<file path="src/rtl/freq_to_dig_pkg.sv">
// ----------------------------------------------------------------------------
// freq_to_dig_pkg
//   Shared types and helpers for the multi-channel frequency-to-digital
//   converter (freq_to_dig_mc) and its per-channel counter slice.
//
//   state_t  : measurement sequencer states.
//   gate_w() : width of the gate-window counter for a given window length.
//              This is a function rather than a fixed localparam so that each
//              instance can size its counter from its own GATE_CYCLES.
// ----------------------------------------------------------------------------
package freq_to_dig_pkg;

  typedef enum logic [1:0] {
    IDLE = 2'd0,
    ARM  = 2'd1,
    GATE = 2'd2
  } state_t;

  // $clog2(GATE_CYCLES); GATE_CYCLES >= 2 keeps this at 1 bit or more.
  function automatic int gate_w(input int gate_cycles);
    return (gate_cycles > 1) ? $clog2(gate_cycles) : 1;
  endfunction

endpackage

</file>
<file path="src/rtl/freq_to_dig_mc_chan.sv">
// ----------------------------------------------------------------------------
// ftd_chan_counter
//   One measurement channel: synchroniser, rising-edge detector, saturating
//   edge counter with a sticky saturation flag, and the result register that
//   holds the last completed measurement.
//
// Ports
//   clk     in   1   reference clock (F_REF)
//   rst_n   in   1   asynchronous active-low reset
//   f_in    in   1   measured input, asynchronous to clk
//   clr     in   1   hold the counter and saturation flag at zero
//   en      in   1   count synchronised rising edges this cycle
//   latch   in   1   terminal gate cycle: capture count (including this
//                    cycle's edge) and saturation flag into the result
//   reload  in   1   terminal gate cycle in continuous mode: restart the
//                    counter at zero for the window beginning next cycle
//   count   out  W   latched count of the last completed window
//   ovf     out  1   an edge was dropped by saturation in that window
// ----------------------------------------------------------------------------
module ftd_chan_counter #(
  parameter int W           = 12,
  parameter int SYNC_STAGES = 2
) (
  input  logic         clk,
  input  logic         rst_n,
  input  logic         f_in,
  input  logic         clr,
  input  logic         en,
  input  logic         latch,
  input  logic         reload,
  output logic [W-1:0] count,
  output logic         ovf
);

  localparam logic [W-1:0] CNT_MAX = '1;

  logic [SYNC_STAGES-1:0] sync;
  logic                   s_q;
  logic                   rise;
  logic [W-1:0]           cnt;
  logic                   sat;
  logic [W-1:0]           cnt_next;
  logic                   lost;

  // Synchroniser and edge detector run in every state so that the edge
  // history is already settled when a window opens.
  always_ff @(posedge clk or negedge rst_n) begin
    if (!rst_n) begin
      sync <= '0;
      s_q  <= 1'b0;
    end else begin
      sync <= {sync[SYNC_STAGES-2:0], f_in};
      s_q  <= sync[SYNC_STAGES-1];
    end
  end

  assign rise = sync[SYNC_STAGES-1] & ~s_q;

  // Saturating add of the 1-bit edge; an edge arriving at the ceiling is
  // the event that marks the window as saturated.
  always_comb begin
    cnt_next = cnt;
    lost     = 1'b0;
    if (rise) begin
      if (cnt == CNT_MAX) begin
        lost = 1'b1;
      end else begin
        cnt_next = cnt + W'(1);
      end
    end
  end

  always_ff @(posedge clk or negedge rst_n) begin
    if (!rst_n) begin
      cnt <= '0;
      sat <= 1'b0;
    end else if (clr) begin
      cnt <= '0;
      sat <= 1'b0;
    end else if (en) begin
      if (reload) begin
        // The terminal edge goes to the result below; the next window
        // starts clean so nothing is counted twice.
        cnt <= '0;
        sat <= 1'b0;
      end else begin
        cnt <= cnt_next;
        sat <= sat | lost;
      end
    end
  end

  always_ff @(posedge clk or negedge rst_n) begin
    if (!rst_n) begin
      count <= '0;
      ovf   <= 1'b0;
    end else if (latch) begin
      count <= cnt_next;
      ovf   <= sat | lost;
    end
  end

endmodule

</file>
<file path="src/rtl/freq_to_dig_mc.sv">
// ----------------------------------------------------------------------------
// freq_to_dig_mc
//   Multi-channel frequency-to-digital converter. Counts rising edges of NCH
//   asynchronous inputs over a window of GATE_CYCLES reference cycles and
//   reports one saturating count per channel. Single-shot or continuous
//   (back-to-back windows with no dead time).
//
// Ports
//   F_REF  in   1      reference clock, all state on its rising edge
//   rst_n  in   1      asynchronous active-low reset
//   f_in   in   NCH    measured inputs, asynchronous to F_REF
//   start  in   1      rising edge while idle starts a measurement
//   cont   in   1      continuous mode, sampled in each terminal gate cycle
//   out_d  out  NCH*W  latched counts, channel i at [i*W +: W]
//   ovf    out  NCH    per-channel saturation flag of the latched window
//   done   out  1      one-cycle pulse when out_d/ovf update
//   busy   out  1      high while arming or gating
// ----------------------------------------------------------------------------
module freq_to_dig_mc
  import freq_to_dig_pkg::*;
#(
  parameter int NCH         = 4,
  parameter int W           = 12,
  parameter int GATE_CYCLES = 4096,
  parameter int SYNC_STAGES = 2
) (
  input  logic             F_REF,
  input  logic             rst_n,
  input  logic [NCH-1:0]   f_in,
  input  logic             start,
  input  logic             cont,
  output logic [NCH*W-1:0] out_d,
  output logic [NCH-1:0]   ovf,
  output logic             done,
  output logic             busy
);

  localparam int            GW        = gate_w(GATE_CYCLES);
  localparam logic [GW-1:0] GATE_LAST = GW'(GATE_CYCLES - 1);

  state_t        state;
  logic [GW-1:0] gate_cnt;
  logic          start_q;
  logic          terminal;
  logic          ch_clr;
  logic          ch_en;
  logic          ch_latch;
  logic          ch_reload;

  assign terminal  = (state == GATE) && (gate_cnt == GATE_LAST);
  assign ch_clr    = (state != GATE);
  assign ch_en     = (state == GATE);
  assign ch_latch  = terminal;
  assign ch_reload = terminal & cont;

  // Sequencer. done and busy are registered so they line up with the
  // result registers in the channel slices.
  always_ff @(posedge F_REF or negedge rst_n) begin
    if (!rst_n) begin
      state    <= IDLE;
      gate_cnt <= '0;
      start_q  <= 1'b0;
      done     <= 1'b0;
      busy     <= 1'b0;
    end else begin
      start_q <= start;
      done    <= 1'b0;
      case (state)
        IDLE: begin
          if (start & ~start_q) begin
            state <= ARM;
            busy  <= 1'b1;
          end
        end
        ARM: begin
          gate_cnt <= '0;
          state    <= GATE;
        end
        GATE: begin
          if (terminal) begin
            done     <= 1'b1;
            gate_cnt <= '0;
            if (!cont) begin
              state <= IDLE;
              busy  <= 1'b0;
            end
          end else begin
            gate_cnt <= gate_cnt + GW'(1);
          end
        end
        default: begin
          state <= IDLE;
          busy  <= 1'b0;
        end
      endcase
    end
  end

  for (genvar i = 0; i < NCH; i++) begin : g_chan
    ftd_chan_counter #(
      .W           (W),
      .SYNC_STAGES (SYNC_STAGES)
    ) u_chan (
      .clk    (F_REF),
      .rst_n  (rst_n),
      .f_in   (f_in[i]),
      .clr    (ch_clr),
      .en     (ch_en),
      .latch  (ch_latch),
      .reload (ch_reload),
      .count  (out_d[i*W +: W]),
      .ovf    (ovf[i])
    );
  end

endmodule

</file>
<file path="config.mk">
export PLATFORM = sky130hd
export DESIGN_NAME = freq_to_dig_mc
export DESIGN_NICKNAME = d
export VERILOG_FILES = /design/src/rtl/freq_to_dig_pkg.sv /design/src/rtl/freq_to_dig_mc_chan.sv /design/src/rtl/freq_to_dig_mc.sv
export SDC_FILE = /design/constraint.sdc
export NUM_CORES = 1
export LEC_CHECK = 0
export ABC_AREA = 1
export CORE_ASPECT_RATIO = 0.75
export CORE_MARGIN = 2
export CORE_UTILIZATION = 40
export CTS_BUF_LIST = sky130_fd_sc_hd__clkbuf_16
export DETAILED_ROUTE_END_ITERATION = 6
export GPL_TIMING_DRIVEN = 0
export PLACE_DENSITY_LB_ADDON = 0.12
export SYNTH_ARGS = -nofsm -noshare
export SYNTH_HDL_FRONTEND = slang
export SYNTH_SLANG_ARGS = --single-unit
</file>
<file path="constraint.sdc">
create_clock -name F_REF -period 1.5 [get_ports F_REF]
set_input_delay 0.3 -clock F_REF [delete_from_list [all_inputs] [get_ports F_REF]]
set_output_delay 0.3 -clock F_REF [all_outputs]
set_load 0.01 [all_outputs]
</file>
Word-level counts from Yosys, hierarchy flattened
Index checks and enable logic that the tools add are counted.
{"block": "totals", "register_bits": 133, "inputBits": 8, "output_inout_bits": 54, "wordCells": 119}
{"block": "classes", "add_sub_neg": 5, "eq_ne": 11, "n_mux": 52, "n_bitwise": 16, "reduce_logical": 6}
{"cell": "$mux W12", "n": 21}
{"cell": "$add A12 B1 Y12 const B", "n": 5}
{"cell": "$eq A12 B12 Y1 const B", "n": 5}
{"cell": "$mux W1", "n": 25}
{"cell": "$pmux W12 S2", "n": 1}
{"cell": "$ne A2 B2 Y1 const B", "n": 4}
{"cell": "$and A1 B1 Y1", "n": 6}
{"cell": "$mux W2", "n": 3}
{"cell": "$not A1 Y1", "n": 6}
{"cell": "$pmux W2 S3", "n": 1}
{"cell": "$or A1 B1 Y1", "n": 4}
{"cell": "$reduce_and A4 Y1", "n": 1}
{"cell": "$reduce_bool A2 Y1", "n": 2}
{"cell": "$pmux W1 S3", "n": 1}
{"cell": "$reduce_and A3 Y1", "n": 1}
{"cell": "$eq A2 B1 Y1 const B", "n": 1}
{"cell": "$eq A2 B2 Y1 const B", "n": 1}
{"cell": "$logic_not A2 Y1", "n": 1}
{"cell": "$logic_and A1 B1 Y1", "n": 1}

Logic depth before layout (Yosys ltp)
{"block": "depth", "depth_word": 7, "depth_mapped": 10, "mapped_depth_nobuf": 10}

Hierarchy
A second synthesis with hierarchy kept.
{"block": "unflattened", "cells_unflattened": 924, "hier_area_um2": 7277.0}
{"module": "ftd_chan_counter", "instances": 4, "cells_each": 200, "area_per_inst_um2": 1565.3, "seq_area_each_um2": 725.7}
{"module": "freq_to_dig_mc", "instances": 1, "cells_each": 124, "area_per_inst_um2": 1016.0, "seq_area_each_um2": 425.4}

Worst setup path before layout
OpenSTA, ideal clock, no wires.
{"block": "synth_path", "path_kind": "reg2reg", "startpoint": "register gate_cnt[0]", "endpoint": "register g_chan[1].u_chan.cnt[0]", "setup_ps": 119, "arrival_time_ps": 1406, "required_ps": 1381, "setup_slack_ps": -26, "stages_incl_launch_ff": 10, "path_buffers": 0, "period_less_slack_ps": 1526, "cell_sequence": "dfrtp_1 ha_1 nand3_1 nor2_1 nand3_2 nand2_2 inv_2 nor2_8 inv_2 and2_1"}
{"block": "synth_via", "elab_chain_len": 6}
{"element": "from (decl)", "line_no": "freq_to_dig_mc.sv:42", "rtl": "logic [GW-1:0] gate_cnt;"}
{"element": "from (signal assigned)", "line_no": "freq_to_dig_mc.sv:88", "rtl": "gate_cnt <= gate_cnt + GW'(1);"}
{"element": "$eq A12 B12 Y1", "line_no": "freq_to_dig_mc.sv:50", "rtl": "assign terminal = (state == GATE) && (gate_cnt == GATE_LAST);"}
{"element": "$logic_and A1 B1 Y1", "line_no": "freq_to_dig_mc.sv:50"}
{"element": "$and A1 B1 Y1", "line_no": "freq_to_dig_mc.sv:54", "rtl": "assign ch_reload = terminal & cont;"}
{"element": "$mux W12", "line_no": "freq_to_dig_mc_chan.sv:81", "rtl": "if (reload) begin"}
{"element": "$mux W12", "line_no": "freq_to_dig_mc_chan.sv:80", "rtl": "end else if (en) begin"}
{"element": "$mux W12", "line_no": "freq_to_dig_mc_chan.sv:77", "rtl": "end else if (clr) begin"}
{"element": "to (signal assigned)", "line_no": "freq_to_dig_mc_chan.sv:87", "rtl": "cnt <= cnt_next;"}
{"element": "to (decl)", "line_no": "freq_to_dig_mc_chan.sv:40", "rtl": "logic [W-1:0] cnt;"}
Every way passes these cells. The select of a mux whose other input is x is not followed.
A chain may end at the register's enable or synchronous reset.

Worst setup path in the final report
{"block": "layout_path", "startpoint": "register gate_cnt[0]", "endpoint": "register g_chan[2].u_chan.count[1]"}
{"block": "layout_via", "elab_chain_len": 2}
{"element": "$eq A12 B12 Y1", "line_no": "freq_to_dig_mc.sv:50"}
{"element": "$logic_and A1 B1 Y1", "line_no": "freq_to_dig_mc.sv:50"}
{"element": "to (signal assigned)", "line_no": "freq_to_dig_mc_chan.sv:98", "rtl": "count <= cnt_next;"}
{"element": "to (decl)", "line_no": "freq_to_dig_mc_chan.sv:31", "rtl": "output logic [W-1:0] count,"}
Every way passes these cells.

==> results.json <==
{
  "run_status": "finished, violations left",
  "violations_in_the_final_reports": "setup timing",
  "clkLatencyLatePin_ns": 0.42,
  "core_area_mm2": 0.01597,
  "critPathSlowestCell": "sky130_fd_sc_hd__dfrtp_1",
  "share_clk_of_total_power_pct": 39.7,
  "global_route_wire_length_before_repair_mm": 27.07,
  "die_x_um": 151.4,
  "finalHoldViolCount": 0,
  "drt_iter0_markers": 332,
  "synth_flop_cell": "sky130_fd_sc_hd__dfrtp_1",
  "final_core_utilization_pct": 57.06,
  "yosysTopAreaCellShare_pct": 51.04,
  "fp.dieH_um": 114.6,
  "synth_edf_count": 0,
  "comb_power_share_pct": 25.0,
  "crit_path_cell_trace": "ha_2 -> buf_4 -> buf_6 -> nand2_2 -> nor2_1 -> nand4_1 -> nor2_4 -> buf_12 -> buf_4 -> nand3_1 -> nand2_1",
  "clock_tree.htree_level_count": 4,
  "count_of_clock_tree_sinks": 133,
  "timing.hold.worst.class": "in -> reg",
  "drive_above_1_share_pct": 21.71,
  "dp_hpwl_mm": 10.79,
  "post_synth_main_area_contributors": "sky130_fd_sc_hd__dfrtp_1 (51%), sky130_fd_sc_hd__nand2_1 (19%), sky130_fd_sc_hd__nand3_1 (5.4%), sky130_fd_sc_hd__inv_1 (5.2%), sky130_fd_sc_hd__nor2_1 (5.0%)",
  "grt_setup_unrepaired": "yes",
  "synth.ff_latch_count": 133,
  "buffer_type_at_the_clock_tree_root": "sky130_fd_sc_hd__clkbuf_16",
  "internal_power_mw": 7.602,
  "finalWorstSetupSlack_ns": -0.2155,
  "slowest_delay_ns": 0.35,
  "count_of_buffers_from_port_buffering": 61,
  "fmax_mhz": 582.9,
  "row_count": 40,
  "firstDrtPassIters": 5,
  "grt_overflow_total": 0,
  "vias_per_cell": 4.841,
  "area.growth.synth_to_final_pct": 39.70,
  "path_max_fanout": 7,
  "effective_utilization_at_floorplan_pct": 40.85,
  "timing.final.max_slew_violations": 0,
  "finalClockSkew_ns": 0.01068,
  "yosys_warnings": 0,
  "path_clk_slew_ns": 0.06,
  "grt_pass1_vias": 5423,
  "num_antenna_cells": 0,
  "gpl.final_weighted_congestion": 0.8500,
  "power.share.sequential_pct": 35.3,
  "grt_antenna_before_repair": 0,
  "irDropWorstVdd_uv": 873.9,
  "drt_total_wl_mm": 17.09,
  "drc": 0,
  "timing.slew.headroom_pct": 67.63,
  "start_kind": "register",
  "critical_path_class": "reg -> reg",
  "finalWorstPathRequiredPeriod_ns": 1.716,
  "cts_tree": "built",
  "power_density_mw_per_mm2": 1176,
  "power.static_leakage_nw": 4.632,
  "cts_buffer_depth": 2,
  "worst-path-buf-inv": 4,
  "post_syn_instances": 850,
  "crit_path_end_kind": "register",
  "switching_share_pct": 29.06,
  "post_synthesis_cell_area_mm2": 0.006521,
  "worst_pin_slew_ns": 0.4856,
  "setup_viols_final": 107,
  "ys_seq_area_share_pct": 51.04,
  "final_nets": 985,
  "synthDominantAreaCellType": "sky130_fd_sc_hd__dfrtp_1",
  "cp_data_arrival_time_ns": 2.08,
  "numCtsBuffers": 17,
  "i_o_pin_total": 62,
  "synthDistinctLibCells": 33,
  "mappedNetlistNets": 867,
  "synthesis.area_per_instance_um2": 7.672,
  "dpl_worst_slack_ns": -0.4441,
  "critical_path.most_common_cell": "sky130_fd_sc_hd__buf_4",
  "vias": 5766,
  "grt_max_degree": 84,
  "yosys.cell_count.top_type": "sky130_fd_sc_hd__nand2_1",
  "yosys-top-cells-count": "sky130_fd_sc_hd__nand2_1 (324), sky130_fd_sc_hd__dfrtp_1 (133), sky130_fd_sc_hd__inv_1 (90)",
  "worst_ep_required_time_ns": 1.86,
  "p_sw_mw": 3.113,
  "cap_viol_max_count": 0,
  "crit_family": "simple AND/OR/NAND/NOR gates",
  "share_of_the_clock_period_used_by_the_worst_path_pct": 114.4,
  "routed_wire_length_per_instance_um": 14.35,
  "dieArea_mm2": 0.01735,
  "synthArstFlopShare_pct": 100.0,
  "ant_nets": 0,
  "groute.usage.overall_pct": 20.31
}
==> cell type report <==
| type | instances | area (µm²) |
|---|---|---|
| Clock buffer | 17 | 425.4 |
| Sequential cell | 133 | 3329 |
| Buffer | 20 | 250.2 |
| Clock inverter | 15 | 171.4 |
| Timing Repair inverter | 1 | 11.26 |
| Inverter | 95 | 386.6 |
| Tap cell | 210 | 262.8 |
| Timing Repair Buffer | 99 | 1040 |
| Multi-Input combinational cell | 601 | 3233 |
| Fill cell | 1477 | 6855 |
==> per-stage QoR <==
stage / instance area, µm² / TNS, ns / std cells / hold slack [ns] / power (mW)
finish: 9110 / -15.27 / 1191 / 0.3135 / 10.71
detailed placement: 7438 / -29.30 / 1122 / 0.2877 / 5.047
CTS: 8496 / -10.65 / 1182 / 0.3018 / 9.990
global placement: 7410 / -733.65 / 1121 / 0.3314 / 5.029
global route: 9110 / -25.17 / 1191 / 0.3203 / 11.15
floorplan: 6536 / -0.02530 / 850 / 0.004409 / 4.599
==> metal layers <==
| layer | share of wire (%) | GRT usage (%) | vias up | routed length [µm] |
|---|---|---|---|---|
| met3 | 3.9 | 4.582 | 19 | 665 |
| met2 | 43 | 28.78 | 104 | 7358 |
| met5 | 0 | 0 | - | 0 |
| met4 | 1.7 | 6.729 | 0 | 284 |
| li1 | - | - | 2929 | - |
| met1 | 51 | 30.60 | 2714 | 8783 |
==> worst reg2reg max path, stage by stage (launching register included) <==
cell and delay, ns:
sky130_fd_sc_hd__dfrtp_1 0.35, sky130_fd_sc_hd__ha_2 0.19, sky130_fd_sc_hd__buf_4 0.11, sky130_fd_sc_hd__buf_6 0.09, sky130_fd_sc_hd__nand2_2 0.04, sky130_fd_sc_hd__nor2_1 0.11, sky130_fd_sc_hd__nand4_1 0.15, sky130_fd_sc_hd__nor2_4 0.17
sky130_fd_sc_hd__buf_12 0.14, sky130_fd_sc_hd__buf_4 0.15, sky130_fd_sc_hd__nand3_1 0.08, sky130_fd_sc_hd__nand2_1 0.07
==> registers in the layout, indices dropped and copies added, names as in the netlist, 2 cells and up <==
register and count:
g_chan.u_chan.cnt 48, g_chan.u_chan.count 48, gate_cnt 12, g_chan.u_chan.sync 8, g_chan.u_chan.ovf 4, g_chan.u_chan.s_q 4
g_chan.u_chan.sat 4, state 2
==> final timing paths <==
| check | cells after the start | startpoint | to | slack [ns] |
|---|---|---|---|---|
| min in group asynchronous | 2 | rst_n | g_chan[1].u_chan.count[5]$_DFFE_PN0P_ | 0.39 |
| min reg2reg | 0 | g_chan[2].u_chan.sync[0]$_DFF_PN0_ | g_chan[2].u_chan.sync[1]$_DFF_PN0_ | 0.35 |
| max | 11 | gate_cnt[0]$_DFFE_PN0P_ | g_chan[2].u_chan.count[1]$_DFFE_PN0P_ | -0.22 |
| max reg2reg | 11 | gate_cnt[0]$_DFFE_PN0P_ | g_chan[2].u_chan.count[1]$_DFFE_PN0P_ | -0.22 |
| max in group asynchronous | 3 | rst_n | g_chan[3].u_chan.cnt[4]$_DFF_PN0_ | 0.32 |
| min | 1 | f_in[1] | g_chan[1].u_chan.sync[0]$_DFF_PN0_ | 0.31 |
==> power groups by stage <==
stage / Combinational [mW] / Sequential [mW] / Clock, mW
6_report: 2.68 / 3.79 / 4.25
5_1_grt: 2.87 / 3.80 / 4.49
4_1_cts: 1.88 / 3.78 / 4.33
3_5_place_dp: 1.19 / 3.86 / 0
3_3_place_gp: 1.17 / 3.86 / 0
2_1_floorplan: 0.754 / 3.84 / 0
==> cells by family (layout without fill, tap and decap cells) <==
group / Yosys count / in the layout / share of synthesized area, %
adders and majority gates: 9 / 9 / 1.727
and+or+nand+nor: 527 / 527 / 33.98
DFF: 133 / 133 / 51.04
AOI/OAI and AO/OA: 57 / 57 / 4.605
xor gates and xnor gates: 8 / 8 / 1.074
buffers and inverters: 116 / 247 / 7.578
==> timing repair <==
action                                  CTS  global route
pin swaps                                 9            37
buffers inserted                         23             8
gates resized for setup                 133           147
gates cloned                              4             4
endpoints found under the hold margin    50             0
endpoints found under the setup margin  171           119
hold buffers                              1             0
==> cell usage in the layout, fill, tap and decap left out, types with 4 or more instances in the layout <==
master,netlist,layout
sky130_fd_sc_hd__nand2_1,324,298
sky130_fd_sc_hd__dfrtp_1,133,132
sky130_fd_sc_hd__inv_1,90,82
sky130_fd_sc_hd__nand3_1,70,61
sky130_fd_sc_hd__nor2_1,87,50
sky130_fd_sc_hd__dlygate4sd2_1,0,50
sky130_fd_sc_hd__nor2_4,2,29
sky130_fd_sc_hd__nand2_2,1,21
sky130_fd_sc_hd__nand4_1,21,21
sky130_fd_sc_hd__buf_4,9,21
sky130_fd_sc_hd__clkbuf_16,0,21
sky130_fd_sc_hd__a21oi_2,0,15
sky130_fd_sc_hd__o21ai_0,18,12
sky130_fd_sc_hd__nor2_2,1,11
sky130_fd_sc_hd__buf_6,2,11
sky130_fd_sc_hd__o21ai_1,7,11
sky130_fd_sc_hd__inv_2,3,10
sky130_fd_sc_hd__buf_8,0,9
sky130_fd_sc_hd__buf_12,0,8
sky130_fd_sc_hd__nand3b_1,8,8
sky130_fd_sc_hd__a21oi_1,24,7
sky130_fd_sc_hd__nand3_2,2,6
sky130_fd_sc_hd__nand2_4,0,6
sky130_fd_sc_hd__clkdlybuf4s50_1,0,6
sky130_fd_sc_hd__nand3_4,0,5
sky130_fd_sc_hd__xor2_1,5,5
sky130_fd_sc_hd__a31oi_1,5,5
sky130_fd_sc_hd__ha_2,0,5
sky130_fd_sc_hd__clkinv_2,0,4
sky130_fd_sc_hd__clkinv_1,2,4
sky130_fd_sc_hd__bufinv_16,0,4
(Power assumes the default switching activity.)
